<file path="src/rtl/tlb_pkg.sv">
// ============================================================================
// Module : tlb_pkg
// Brief  : Shared encodings for the TLB maintenance engine: command ops,
//          INVTLB op codes, FSM states and page-size constants.
// Rev    : 1.0  initial release
// ============================================================================
`default_nettype none

package tlb_pkg;

    localparam logic [1:0] OP_SRCH = 2'd0;
    localparam logic [1:0] OP_RD   = 2'd1;
    localparam logic [1:0] OP_INV  = 2'd2;
    localparam logic [1:0] OP_RSVD = 2'd3;

    localparam logic [2:0] INV_ALL0         = 3'd0;
    localparam logic [2:0] INV_ALL1         = 3'd1;
    localparam logic [2:0] INV_GLB          = 3'd2;
    localparam logic [2:0] INV_NGLB         = 3'd3;
    localparam logic [2:0] INV_NGLB_ASID    = 3'd4;
    localparam logic [2:0] INV_NGLB_ASID_VA = 3'd5;
    localparam logic [2:0] INV_GLB_ASID_VA  = 3'd6;
    localparam logic [2:0] INV_NOP          = 3'd7;

    localparam logic [2:0] ST_IDLE = 3'd0;
    localparam logic [2:0] ST_SCAN = 3'd1;
    localparam logic [2:0] ST_READ = 3'd2;
    localparam logic [2:0] ST_INV  = 3'd3;
    localparam logic [2:0] ST_DONE = 3'd4;

    localparam logic [5:0] PS_4K = 6'd12;
    localparam logic [5:0] PS_2M = 6'd21;

    // Operands captured at command acceptance.
    typedef struct packed {
        logic [1:0]  op;
        logic [2:0]  inv_op;
        logic [9:0]  asid;
        logic [18:0] vppn;
    } tlb_cmd_t;

    // A 2M page ignores the low 9 VPPN bits; everything else compares fully.
    function automatic logic tlb_vppn_eq(input logic [5:0]  ps,
                                         input logic [18:0] ent_vppn,
                                         input logic [18:0] key_vppn);
        if (ps == PS_2M)
            return ent_vppn[18:9] == key_vppn[18:9];
        return ent_vppn == key_vppn;
    endfunction

endpackage

`default_nettype wire

</file>
<file path="src/rtl/tlb_maint_engine_if.sv">
// ============================================================================
// Module : tlb_maint_engine_if
// Brief  : Command handshake and TLBIDX result bundle between the issue stage
//          (master) and the maintenance engine (slave).
// Rev    : 1.0  initial release
// ============================================================================
`default_nettype none

interface tlb_maint_engine_if #(
    parameter int IDX_W = 6
);
    logic             cmd_valid;
    logic             cmd_ready;
    logic [1:0]       cmd_op;
    logic [2:0]       cmd_inv_op;
    logic [9:0]       csr_asid;
    logic [18:0]      csr_vppn;
    logic [IDX_W-1:0] csr_idx;

    logic             TLBSRCH;
    logic             TLBSRCH_hit;
    logic [IDX_W-1:0] TLBSRCH_hit_idx;
    logic             TLBRD_en;
    logic [5:0]       TLB_PS;
    logic             TLB_E;
    logic             done;

    modport master (
        output cmd_valid, cmd_op, cmd_inv_op, csr_asid, csr_vppn, csr_idx,
        input  cmd_ready, TLBSRCH, TLBSRCH_hit, TLBSRCH_hit_idx,
               TLBRD_en, TLB_PS, TLB_E, done
    );

    modport slave (
        input  cmd_valid, cmd_op, cmd_inv_op, csr_asid, csr_vppn, csr_idx,
        output cmd_ready, TLBSRCH, TLBSRCH_hit, TLBSRCH_hit_idx,
               TLBRD_en, TLB_PS, TLB_E, done
    );
endinterface

`default_nettype wire

</file>
<file path="src/rtl/tlb_ent_match.sv">
// ============================================================================
// Module : tlb_ent_match
// Brief  : Combinational compare of one TLB entry against an ASID/VPPN key.
// Rev    : 1.0  initial release
// ============================================================================
`default_nettype none

module tlb_ent_match
    import tlb_pkg::*;
(
    input  wire logic        ent_e,
    input  wire logic        ent_g,
    input  wire logic [9:0]  ent_asid,
    input  wire logic [18:0] ent_vppn,
    input  wire logic [5:0]  ent_ps,
    input  wire logic [9:0]  key_asid,
    input  wire logic [18:0] key_vppn,
    output logic             asid_eq,
    output logic             vppn_eq,
    output logic             hit
);

    assign asid_eq = (ent_asid == key_asid);
    assign vppn_eq = tlb_vppn_eq(ent_ps, ent_vppn, key_vppn);
    assign hit     = ent_e & (ent_g | asid_eq) & vppn_eq;

endmodule

`default_nettype wire

</file>
<file path="src/rtl/tlb_maint_engine.sv">
// ============================================================================
// Module : tlb_maint_engine
// Brief  : Multi-cycle TLBSRCH / TLBRD / INVTLB engine driving the TLB array's
//          asynchronous read port. INVTLB is built only with TLB_INVTLB_EN.
// Rev    : 1.0  initial release
// ============================================================================
`default_nettype none

module tlb_maint_engine
    import tlb_pkg::*;
#(
    parameter int TLB_NUM = 64,
    parameter int IDX_W   = 6
) (
    input  wire logic             clk,
    input  wire logic             rst_n,
    tlb_maint_engine_if.slave     cmd_if,
    output logic [IDX_W-1:0]      ent_idx,
    input  wire logic             ent_e,
    input  wire logic             ent_g,
    input  wire logic [9:0]       ent_asid,
    input  wire logic [18:0]      ent_vppn,
    input  wire logic [5:0]       ent_ps,
    output logic                  ent_clr
);

    localparam logic [IDX_W-1:0] c_last_idx = IDX_W'(TLB_NUM - 1);

    logic [2:0]       r_state;
    tlb_cmd_t         r_cmd;
    logic [IDX_W-1:0] r_idx;
    logic             r_srch_pulse;
    logic             r_rd_pulse;
    logic             r_done_pulse;
    logic             r_hit;
    logic [IDX_W-1:0] r_hit_idx;
    logic [5:0]       r_ps;
    logic             r_e;

    logic             w_asid_eq;
    logic             w_vppn_eq;
    logic             w_hit;
    logic             w_last;
    logic             w_inv_en;

    tlb_ent_match u_match (
        .ent_e    (ent_e),
        .ent_g    (ent_g),
        .ent_asid (ent_asid),
        .ent_vppn (ent_vppn),
        .ent_ps   (ent_ps),
        .key_asid (r_cmd.asid),
        .key_vppn (r_cmd.vppn),
        .asid_eq  (w_asid_eq),
        .vppn_eq  (w_vppn_eq),
        .hit      (w_hit)
    );

    assign w_last = (r_idx == c_last_idx);

`ifdef TLB_INVTLB_EN
    logic w_inv_sel;

    assign w_inv_en = 1'b1;

    // INVTLB selection ignores E: clearing an already-invalid entry is harmless.
    always_comb begin
        w_inv_sel = 1'b0;
        case (r_cmd.inv_op)
            INV_ALL0, INV_ALL1: w_inv_sel = 1'b1;
            INV_GLB:            w_inv_sel = ent_g;
            INV_NGLB:           w_inv_sel = ~ent_g;
            INV_NGLB_ASID:      w_inv_sel = ~ent_g & w_asid_eq;
            INV_NGLB_ASID_VA:   w_inv_sel = ~ent_g & w_asid_eq & w_vppn_eq;
            INV_GLB_ASID_VA:    w_inv_sel = (ent_g | w_asid_eq) & w_vppn_eq;
            default:            w_inv_sel = 1'b0;
        endcase
    end

    assign ent_clr = (r_state == ST_INV) & w_inv_sel;
`else
    logic w_unused_inv;

    assign w_inv_en     = 1'b0;
    assign ent_clr      = 1'b0;
    assign w_unused_inv = ^{r_cmd.inv_op, w_asid_eq, w_vppn_eq};
`endif

    always_ff @(posedge clk) begin
        if (!rst_n) begin
            r_state      <= ST_IDLE;
            r_cmd        <= '0;
            r_idx        <= '0;
            r_srch_pulse <= 1'b0;
            r_rd_pulse   <= 1'b0;
            r_done_pulse <= 1'b0;
            r_hit        <= 1'b0;
            r_hit_idx    <= '0;
            r_ps         <= '0;
            r_e          <= 1'b0;
        end else begin
            r_srch_pulse <= 1'b0;
            r_rd_pulse   <= 1'b0;
            r_done_pulse <= 1'b0;
            case (r_state)
                ST_IDLE: begin
                    if (cmd_if.cmd_valid) begin
                        r_cmd.op     <= cmd_if.cmd_op;
                        r_cmd.inv_op <= cmd_if.cmd_inv_op;
                        r_cmd.asid   <= cmd_if.csr_asid;
                        r_cmd.vppn   <= cmd_if.csr_vppn;
                        case (cmd_if.cmd_op)
                            OP_SRCH: begin
                                r_state <= ST_SCAN;
                                r_idx   <= '0;
                            end
                            OP_RD: begin
                                r_state <= ST_READ;
                                r_idx   <= cmd_if.csr_idx;
                            end
                            OP_INV: begin
                                if (w_inv_en) begin
                                    r_state <= ST_INV;
                                    r_idx   <= '0;
                                end else begin
                                    r_state      <= ST_DONE;
                                    r_done_pulse <= 1'b1;
                                end
                            end
                            default: begin
                                r_state      <= ST_DONE;
                                r_done_pulse <= 1'b1;
                            end
                        endcase
                    end
                end
                ST_SCAN: begin
                    if (w_hit || w_last) begin
                        r_state      <= ST_DONE;
                        r_srch_pulse <= 1'b1;
                        r_done_pulse <= 1'b1;
                        r_hit        <= w_hit;
                        if (w_hit)
                            r_hit_idx <= r_idx;
                    end else begin
                        r_idx <= r_idx + 1'b1;
                    end
                end
                ST_READ: begin
                    r_state      <= ST_DONE;
                    r_rd_pulse   <= 1'b1;
                    r_done_pulse <= 1'b1;
                    r_ps         <= ent_ps;
                    r_e          <= ent_e;
                end
                ST_INV: begin
                    if (w_last) begin
                        r_state      <= ST_DONE;
                        r_done_pulse <= 1'b1;
                    end else begin
                        r_idx <= r_idx + 1'b1;
                    end
                end
                ST_DONE: r_state <= ST_IDLE;
                default: r_state <= ST_IDLE;
            endcase
        end
    end

    assign ent_idx                = r_idx;
    assign cmd_if.cmd_ready       = (r_state == ST_IDLE);
    assign cmd_if.TLBSRCH         = r_srch_pulse;
    assign cmd_if.TLBSRCH_hit     = r_hit;
    assign cmd_if.TLBSRCH_hit_idx = r_hit_idx;
    assign cmd_if.TLBRD_en        = r_rd_pulse;
    assign cmd_if.TLB_PS          = r_ps;
    assign cmd_if.TLB_E           = r_e;
    assign cmd_if.done            = r_done_pulse;

endmodule

`default_nettype wire

</file>
<file path="src/flat_wrapper.sv">
// flat-port wrapper written by rule: the top's interface ports become plain ports
module tlb_maint_engine_flat import tlb_pkg::*;
#(
    parameter int TLB_NUM = 64,
    parameter int IDX_W   = 6
)
  (clk, rst_n, ent_idx, ent_e, ent_g, ent_asid, ent_vppn, ent_ps, ent_clr, cmd_if_cmd_valid, cmd_if_cmd_op, cmd_if_cmd_inv_op, cmd_if_csr_asid, cmd_if_csr_vppn, cmd_if_csr_idx, cmd_if_cmd_ready, cmd_if_TLBSRCH, cmd_if_TLBSRCH_hit, cmd_if_TLBSRCH_hit_idx, cmd_if_TLBRD_en, cmd_if_TLB_PS, cmd_if_TLB_E, cmd_if_done);
  tlb_maint_engine_if #(.IDX_W(IDX_W)) cmd_if_i ();
  input  wire logic clk;
  input  wire logic rst_n;
  output logic [IDX_W-1:0] ent_idx;
  input  wire logic ent_e;
  input  wire logic ent_g;
  input  wire logic [9:0] ent_asid;
  input  wire logic [18:0] ent_vppn;
  input  wire logic [5:0] ent_ps;
  output logic ent_clr;
  input wire logic [$bits(cmd_if_i.cmd_valid)-1:0] cmd_if_cmd_valid;
  input wire logic [$bits(cmd_if_i.cmd_op)-1:0] cmd_if_cmd_op;
  input wire logic [$bits(cmd_if_i.cmd_inv_op)-1:0] cmd_if_cmd_inv_op;
  input wire logic [$bits(cmd_if_i.csr_asid)-1:0] cmd_if_csr_asid;
  input wire logic [$bits(cmd_if_i.csr_vppn)-1:0] cmd_if_csr_vppn;
  input wire logic [$bits(cmd_if_i.csr_idx)-1:0] cmd_if_csr_idx;
  output wire logic [$bits(cmd_if_i.cmd_ready)-1:0] cmd_if_cmd_ready;
  output wire logic [$bits(cmd_if_i.TLBSRCH)-1:0] cmd_if_TLBSRCH;
  output wire logic [$bits(cmd_if_i.TLBSRCH_hit)-1:0] cmd_if_TLBSRCH_hit;
  output wire logic [$bits(cmd_if_i.TLBSRCH_hit_idx)-1:0] cmd_if_TLBSRCH_hit_idx;
  output wire logic [$bits(cmd_if_i.TLBRD_en)-1:0] cmd_if_TLBRD_en;
  output wire logic [$bits(cmd_if_i.TLB_PS)-1:0] cmd_if_TLB_PS;
  output wire logic [$bits(cmd_if_i.TLB_E)-1:0] cmd_if_TLB_E;
  output wire logic [$bits(cmd_if_i.done)-1:0] cmd_if_done;
  assign cmd_if_i.cmd_valid = cmd_if_cmd_valid;
  assign cmd_if_i.cmd_op = cmd_if_cmd_op;
  assign cmd_if_i.cmd_inv_op = cmd_if_cmd_inv_op;
  assign cmd_if_i.csr_asid = cmd_if_csr_asid;
  assign cmd_if_i.csr_vppn = cmd_if_csr_vppn;
  assign cmd_if_i.csr_idx = cmd_if_csr_idx;
  assign cmd_if_cmd_ready = cmd_if_i.cmd_ready;
  assign cmd_if_TLBSRCH = cmd_if_i.TLBSRCH;
  assign cmd_if_TLBSRCH_hit = cmd_if_i.TLBSRCH_hit;
  assign cmd_if_TLBSRCH_hit_idx = cmd_if_i.TLBSRCH_hit_idx;
  assign cmd_if_TLBRD_en = cmd_if_i.TLBRD_en;
  assign cmd_if_TLB_PS = cmd_if_i.TLB_PS;
  assign cmd_if_TLB_E = cmd_if_i.TLB_E;
  assign cmd_if_done = cmd_if_i.done;
  tlb_maint_engine #(.TLB_NUM(TLB_NUM), .IDX_W(IDX_W)) u_core (.clk(clk), .rst_n(rst_n), .cmd_if(cmd_if_i), .ent_idx(ent_idx), .ent_e(ent_e), .ent_g(ent_g), .ent_asid(ent_asid), .ent_vppn(ent_vppn), .ent_ps(ent_ps), .ent_clr(ent_clr));
endmodule
</file>
<file path="config.mk">
export PLATFORM = sky130hd
export DESIGN_NAME = tlb_maint_engine_flat
export DESIGN_NICKNAME = d
export VERILOG_FILES = /design/src/rtl/tlb_pkg.sv /design/src/rtl/tlb_maint_engine_if.sv /design/src/rtl/tlb_ent_match.sv /design/src/rtl/tlb_maint_engine.sv /design/src/flat_wrapper.sv
export SDC_FILE = /design/constraint.sdc
export NUM_CORES = 1
export LEC_CHECK = 0
export CAP_MARGIN = 15
export CORE_MARGIN = 2
export CORE_UTILIZATION = 46
export DETAILED_ROUTE_END_ITERATION = 8
export PLACE_DENSITY = 0.85
export SLEW_MARGIN = 20
export SYNTH_ARGS = -nofsm -noshare
export SYNTH_HDL_FRONTEND = slang
export SYNTH_SLANG_ARGS = --single-unit
</file>
<file path="constraint.sdc">
create_clock -name clk -period 4 [get_ports clk]
set_clock_uncertainty 0.15 [all_clocks]
set_input_delay 0.8 -clock clk [delete_from_list [all_inputs] [get_ports clk]]
set_output_delay 0.8 -clock clk [all_outputs]
set_load 0.05 [all_outputs]
</file>
==> impl_metrics.toml <==
[clock_network]
ctsResizeCount = 0
cts_tree = "done"
clkSinkCount = 55
clockBufferDepth = 2
cts_buffers = 5
clkTransAtPathRegs_ps = 90
clk_latency_ps = 300
postCtsSetupRepairBufs = 0
holdBufCountCts = 0
cts_root_buf = "clkbuf_8"
htree_levels = 2

[global_routing]
grt_pass1_wl_mm = 10.8
grt_util_all_layers_pct = 21.5
grt_max_degree = 30
gr-total-overflow = 0
antenna_found_initial = 0
first_global_vias = 2482

[floorplanning]
die-area_mm2 = 0.00621
ios = 105
die_w_um = 78.8
initial_utilization_pct = 47.1
rows = 27
core_mm2 = 0.00547
die_h_um = 78.8

[pwr]
power_switching_mw = 0.398
power_mw = 1.28
swShare_pct = 31.1
worst_ir_drop_vdd_mv = 0.154
clkPwrFrac_pct = 22.8
power_frac_seq_pct = 49.2
power.density_mw_per_mm2 = 348
p_int_mw = 0.885
p_leak_nw = 1.39
comb_power_share_pct = 28.0

[placed_design]
io_buffers = 100
place_congestion = 0.855
detailed_place_hpwl_mm = 4.97

[layout]
drive_gt1_share_pct = 3.65
fillers = 472
final_cell_mix = "100 x clkdlybuf4s50_1, 85 x nand2_1, 55 x dfxtp_1"
area.growth.synth_to_final_pct = 43.3
multiInputGateArea_mm2 = 0.00139
antennaDiodeCount = 0
layout_commonest_cell = "clkdlybuf4s50_1"
nets = 491
seq_area_mm2 = 0.00110

[synthesis]
yosys_warnings = 0
synth_sequential_area_ratio_pct = 42.8
synth_ff_type = "dfxtp_1"
synth_edf_count = 0
synth-async-reset-ratio_pct = 0
syn_inst = 317
syn_nets = 398
synth.distinct_cells = 48
syn_area_mm2 = 0.00257
postSynthAreaPerCell_um2 = 8.12
ys_ff_latch = 55

[sta]
slew_headroom_pct = 37.0
fin_crit_sh_pct = 76.0
drv_slew = 0
min_period_ps = 3040
fmax_ghz = 0.329
tightest_slew_ps = 943
rsz0062_at_grt = "no"
final_hold_viol_count = 0
fin_tns_setup_ps = 0
setup_viol = 0

[routing]
wl_per_cell_um = 13.6
vias = 2499
drt_pass1_iterations = 4
ant_nets = 0
vias_per_cell = 5.17
drc = 0
drt_iter0_drc = 142
routed_wl_mm = 6.56

[min_path]
min_from = "u_core.cmd_if.TLB_E$_SDFFE_PN0P_"
hp-class = "reg -> reg"
min_path_cells = 2
hold-path-endpoint = "u_core.cmd_if.TLB_E$_SDFFE_PN0P_"

[worst_setup_path]
required_ps = 4050
rrSetupSlack_ps = 1560
end_kind = "flip-flop"
reg2reg_from = "u_core.r_cmd[24]$_SDFFE_PN0P_"
path_class = "in -> reg"
r2r_cells = 6
r2r-end = "u_core.ent_idx[3]$_SDFFE_PN0P_"
crit_fanout = 14
arrival_ps = 3090
critPathLaunchType = "input port"

[status]
outcome = "finished clean"

[flow_run]
max_cap_viol_count = 0
power by group through the flow:
stage	logic, mW	registers, mW	clock network (mW)
2_1_floorplan	0.180	0.675	0
3_3_place_gp	0.352	0.640	0
3_5_place_dp	0.359	0.643	0
4_1_cts	0.360	0.630	0.302
5_1_grt	0.391	0.636	0.318
6_report	0.359	0.631	0.293
metrics by stage:
step / instances / cell area [um2] / setup slack, ps / utilization [%] / hold slack, ps
after detailed placement: 475 / 3610 / 669 / 66.0 / 297
after floorplan: 317 / 2570 / 1750 / - / 298
final: 483 / 3690 / 960 / 67.4 / 307
after global routing: 483 / 3690 / 790 / 67.4 / 340
after CTS: 483 / 3690 / 972 / 67.4 / 311
after global placement: 475 / 3610 / 673 / 66.0 / 292
how the worst max path moves through the flow:
stage / cells after the start / end / start
2_1_floorplan: 6 / u_core.ent_idx[4]$_SDFFE_PN0P_ / ent_asid[5]
3_3_place_gp: 7 / u_core.ent_idx[3]$_SDFFE_PN0P_ / ent_vppn[7]
3_5_place_dp: 7 / u_core.ent_idx[3]$_SDFFE_PN0P_ / ent_vppn[2]
4_1_cts: 7 / u_core.ent_idx[3]$_SDFFE_PN0P_ / ent_vppn[2]
5_1_grt: 7 / u_core.ent_idx[3]$_SDFFE_PN0P_ / ent_vppn[7]
6_report: 7 / u_core.ent_idx[3]$_SDFFE_PN0P_ / ent_vppn[2]
routing by layer:
metal  share of wire [%]  up-vias  global-route usage, %  routed length, um
li1                    -     1267                      -                  -
met1                  42     1141                   25.6               2790
met2                  50       82                   38.3               3290
met3                 5.8        9                   4.20                382
met4                 1.6        0                   7.93                105
met5                   0        -                      0                  0
Yosys cell counts (all sizes together), types with 3 or more instances:
library cell	number	share of area, %
a21oi	48	9.3
buf	6	1.5
nand3	5	1.2
clkbuf	11	1.6
o21ai	4	0.78
nor3	4	1.2
nand3b	3	0.87
dfxtp	55	43
mux2i	6	2.3
xnor2	22	7.5
xor2	10	3.4
nor2	14	2.0
nand4	6	1.7
nor4	3	0.73
nand2	85	12
and3	3	0.83
worst max-delay path: stages:
cell and delay [ps]:
clkdlybuf4s50_1 490, xnor2_1 130, nand2_1 90, o31ai_1 390, nand4_2 520, and3_1 420
o221a_1 240
sequential cells by signal (all words and copies together), names as in the netlist:
register / flops
u_core.r_cmd: 29
u_core.cmd_if.TLBSRCH_hit_idx: 6
u_core.cmd_if.TLB_PS: 6
u_core.ent_idx: 6
u_core.r_state: 3
u_core.cmd_if.TLBRD_en: 1
u_core.cmd_if.TLBSRCH: 1
u_core.cmd_if.TLBSRCH_hit: 1
u_core.cmd_if.TLB_E: 1
u_core.cmd_if.done: 1
cell type report:
| class | count | area share (%) |
|---|---|---|
| Multi-Input combinational cell | 243 | 37.6 |
| Inverter | 2 | 0.203 |
| Sequential cell | 55 | 29.8 |
| Clock inverter | 1 | 0.136 |
| Clock buffer | 7 | 2.07 |
| Tap cell | 72 | 2.44 |
| Timing Repair Buffer | 103 | 27.7 |
logic make-up after synthesis:
logic type / count (synthesis) / share of synthesized area (%)
and+or+nand+nor: 132 / 23.5
AOI/OAI and AO/OA: 71 / 16.5
DFF: 55 / 42.8
xor gates and xnor gates: 32 / 10.9
buffers and inverters: 19 / 3.35
muxes: 6 / 2.33
adders and majority gates: 1 / 0.486
other: 1 / 0.146
Note: power is estimated with default switching activity, not from simulation.
==> RTL edit: new RTL, same settings <==
`IDX_W` is set to 6 in 3 places; all go to 5.
--- a/src/rtl/tlb_maint_engine_if.sv
+++ b/src/rtl/tlb_maint_engine_if.sv
@@ -7,7 +7,7 @@
 `default_nettype none
 
 interface tlb_maint_engine_if #(
-    parameter int IDX_W = 6
+    parameter int IDX_W = 5
 );
     logic             cmd_valid;
     logic             cmd_ready;
--- a/src/rtl/tlb_maint_engine.sv
+++ b/src/rtl/tlb_maint_engine.sv
@@ -10,7 +10,7 @@
     import tlb_pkg::*;
 #(
     parameter int TLB_NUM = 64,
-    parameter int IDX_W   = 6
+    parameter int IDX_W   = 5
 ) (
     input  wire logic             clk,
     input  wire logic             rst_n,
--- a/src/flat_wrapper.sv
+++ b/src/flat_wrapper.sv
@@ -2,7 +2,7 @@
 module tlb_maint_engine_flat import tlb_pkg::*;
 #(
     parameter int TLB_NUM = 64,
-    parameter int IDX_W   = 6
+    parameter int IDX_W   = 5
 )
   (clk, rst_n, ent_idx, ent_e, ent_g, ent_asid, ent_vppn, ent_ps, ent_clr, cmd_if_cmd_valid, cmd_if_cmd_op, cmd_if_cmd_inv_op, cmd_if_csr_asid, cmd_if_csr_vppn, cmd_if_csr_idx, cmd_if_cmd_ready, cmd_if_TLBSRCH, cmd_if_TLBSRCH_hit, cmd_if_TLBSRCH_hit_idx, cmd_if_TLBRD_en, cmd_if_TLB_PS, cmd_if_TLB_E, cmd_if_done);
   tlb_maint_engine_if #(.IDX_W(IDX_W)) cmd_if_i ();
Ports: changed (resized cmd_if_TLBSRCH_hit_idx, cmd_if_csr_idx and ent_idx); port bits go from 105 to 102. The function was not compared with the original's and may differ.
==> RTL edit against the original RTL <==
Routed wire length down 8.0%; non-clock buffer count down 2; final area down 1.3%; total power up 8.2%; sequential power down 4.3%; area after synthesis down 3.4%; worst setup slack better by 240 ps; sequential cell count down 2; largest power group unchanged; highest routed layer unchanged.
==> RTL edit: results (changes against the original RTL) <==
n_fill_cell: 422  # -11%
routed_via_density: 5.158  # -0.31%
area_share_of_xor_xnor_cells_in_the_synthesized_design: 0.1092  # +0.0003114
grt_max_degree: 30  # unchanged
largest_register_ff_count: 29  # unchanged
cts_inserted_buffers: 5  # unchanged
yosys.cell_types.count: 44  # -8.3%
synth_top_cells_by_area: "sky130_fd_sc_hd__dfxtp_1 43%, sky130_fd_sc_hd__nand2_1 11%, sky130_fd_sc_hd__xnor2_1 7.7%"
post_synth_most_frequent_cells: "74 x sky130_fd_sc_hd__nand2_1, 53 x sky130_fd_sc_hd__dfxtp_1, 37 x sky130_fd_sc_hd__a21oi_1"
crit_path_max_delay_family: "buffers and inverters"
first_global_vias: 2189  # -12%
clockBufferDepth: 2  # unchanged
dpl_cell_area_um2: 3510  # -2.8%
timing.critical_path.fanout_max: 8  # -6
clock_latency_ps: 310
critical_path_arrival_ps: 1850  # -1240 ps
hold_path.class: "flip-flop to flip-flop"
largest_register: "u_core.r_cmd"
gp_congestion: 0.8433  # -1.4%
initial_antenna_violation_count: 0  # unchanged
post_synth_mux_area_share: 0.02817  # +0.004845
run_status: "finished clean"
relSlewSlack: 0.3668  # -0.003012
async_sr_flop_fraction: 0  # unchanged
ys_seq_area_frac: 0.4266  # -0.001040
power.static_leakage_uw: 0.001303  # -6.5%
detailedPlacementHpwl_um: 4652  # -6.4%
drt_wl_total_um: 6038  # -8.0%
clk_pin_slew_worst_paths_ps: 100
vdd.ir_drop.worst_mv: 0.2699  # +75%
cp_slowest_stage_delay_ps: 870  # +350 ps
layout-drive-gt1-share: 0.06218  # +0.02568
synthesis.nets: 372  # -6.5%
htree_levels: 2  # unchanged
num-nets-final: 466  # -5.1%
grt_first_pass_wirelength_um: 9867  # -8.6%
synthesis.yosys.warnings: 0  # unchanged
clk_root_buffer_cell: "sky130_fd_sc_hd__clkbuf_8"
synth_compound_area_frac: 0.1630  # -0.002231
quantity_of_gates_resized_following_cts: 0  # unchanged
post_cts.repair.setup_buffers: 0  # unchanged
count_of_input_and_output_buffers: 97  # -3.0%
crit_slowest_cell: "sky130_fd_sc_hd__clkdlybuf4s50_1"
drt_pass_1_iters: 4  # unchanged
drt_iter0_markers: 150  # +5.6%
antennaDiodeCount: 0  # unchanged
post_synth_fa_ha_maj_area_fraction: 0.01006  # +0.005201
grt_usage: 0.2048  # -0.01009
RTL edit: cell types whose count changed in the layout (fill, tap and decap cells not counted), sizes merged, moves of 3 or more:
cell / change
inv: +6
a221oi: +10
a21oi: -11
clkdlybuf4s50: -3
nand2: -11
o21ai: -3
nor2: -3
RTL edit: logic make-up after synthesis:
family                     Yosys count
DFF                                 53
and+or+nand+nor                    117
xor gates and xnor gates            31
adders and majority gates            2
other                                1
buffers and inverters               22
muxes                                7
AOI/OAI and AO/OA                   58
RTL edit: path summary, 6_finish.rpt:
kind	startpoint	cells past startpoint	endpoint	slack (ps)
max reg2reg	u_core.ent_idx[0]$_SDFFE_PN0P_	7	u_core.ent_idx[4]$_SDFFE_PN0P_	1720
min reg2reg	u_core.cmd_if.TLBSRCH_hit_idx[2]$_SDFFE_PN0P_	2	u_core.cmd_if.TLBSRCH_hit_idx[2]$_SDFFE_PN0P_	310
max	u_core.r_state[1]$_SDFFE_PN0P_	2	cmd_if_cmd_ready	1200
min	u_core.cmd_if.TLBSRCH_hit_idx[2]$_SDFFE_PN0P_	2	u_core.cmd_if.TLBSRCH_hit_idx[2]$_SDFFE_PN0P_	310
RTL edit: layout make-up:
type                    instances  area, um2  area share
clock buffers                   5      68.82     0.01889
clock inverters                 3      65.06     0.01786
inverters                       8      30.03    0.008242
multi-input cells             216       1330      0.3650
flip-flops and latches         53       1061      0.2912
well taps                      70      87.58     0.02404
repair buffers                101       1001      0.2747
RTL edit: report_power, final:
part	switching, uW	internal [uW]	leakage, uW
Combinational	191	174	0.000802
Sequential	35.1	569	0.000433
Clock	170	248	0.0000681
RTL edit: metrics by stage:
stage / util / hold slack [ps] / total power, uW / setup slack [ps] / instances
after detailed placement: 0.6785 / 299.6 / 983.0 / 1083 / 448
after floorplan: - / 298.1 / 839.4 / 1434 / 291
after global placement: 0.6785 / 287.3 / 975.1 / 1079 / 448
after global routing: 0.7044 / 332.9 / 1466 / 1091 / 456
final: 0.7044 / 310.0 / 1389 / 1196 / 456
after CTS: 0.7044 / 312.8 / 1399 / 1178 / 456
RTL edit: worst register-to-register path, stage by stage (launching register included):
cell and delay (ps):
sky130_fd_sc_hd__dfxtp_1 380, sky130_fd_sc_hd__ha_1 250, sky130_fd_sc_hd__and3_1 210, sky130_fd_sc_hd__ha_1 250, sky130_fd_sc_hd__nor2_1 200, sky130_fd_sc_hd__o21bai_1 210
sky130_fd_sc_hd__or2_4 310, sky130_fd_sc_hd__a221oi_2 260
RTL edit: per-layer routing:
metal / vias to the layer above / track usage / routed length [um]
met5: - / 0 / 0
met4: 0 / 0.04821 / 72
met3: 8 / 0.05465 / 316
met2: 75 / 0.3635 / 3088
met1: 1084 / 0.2464 / 2561
li1: 1185 / - / -
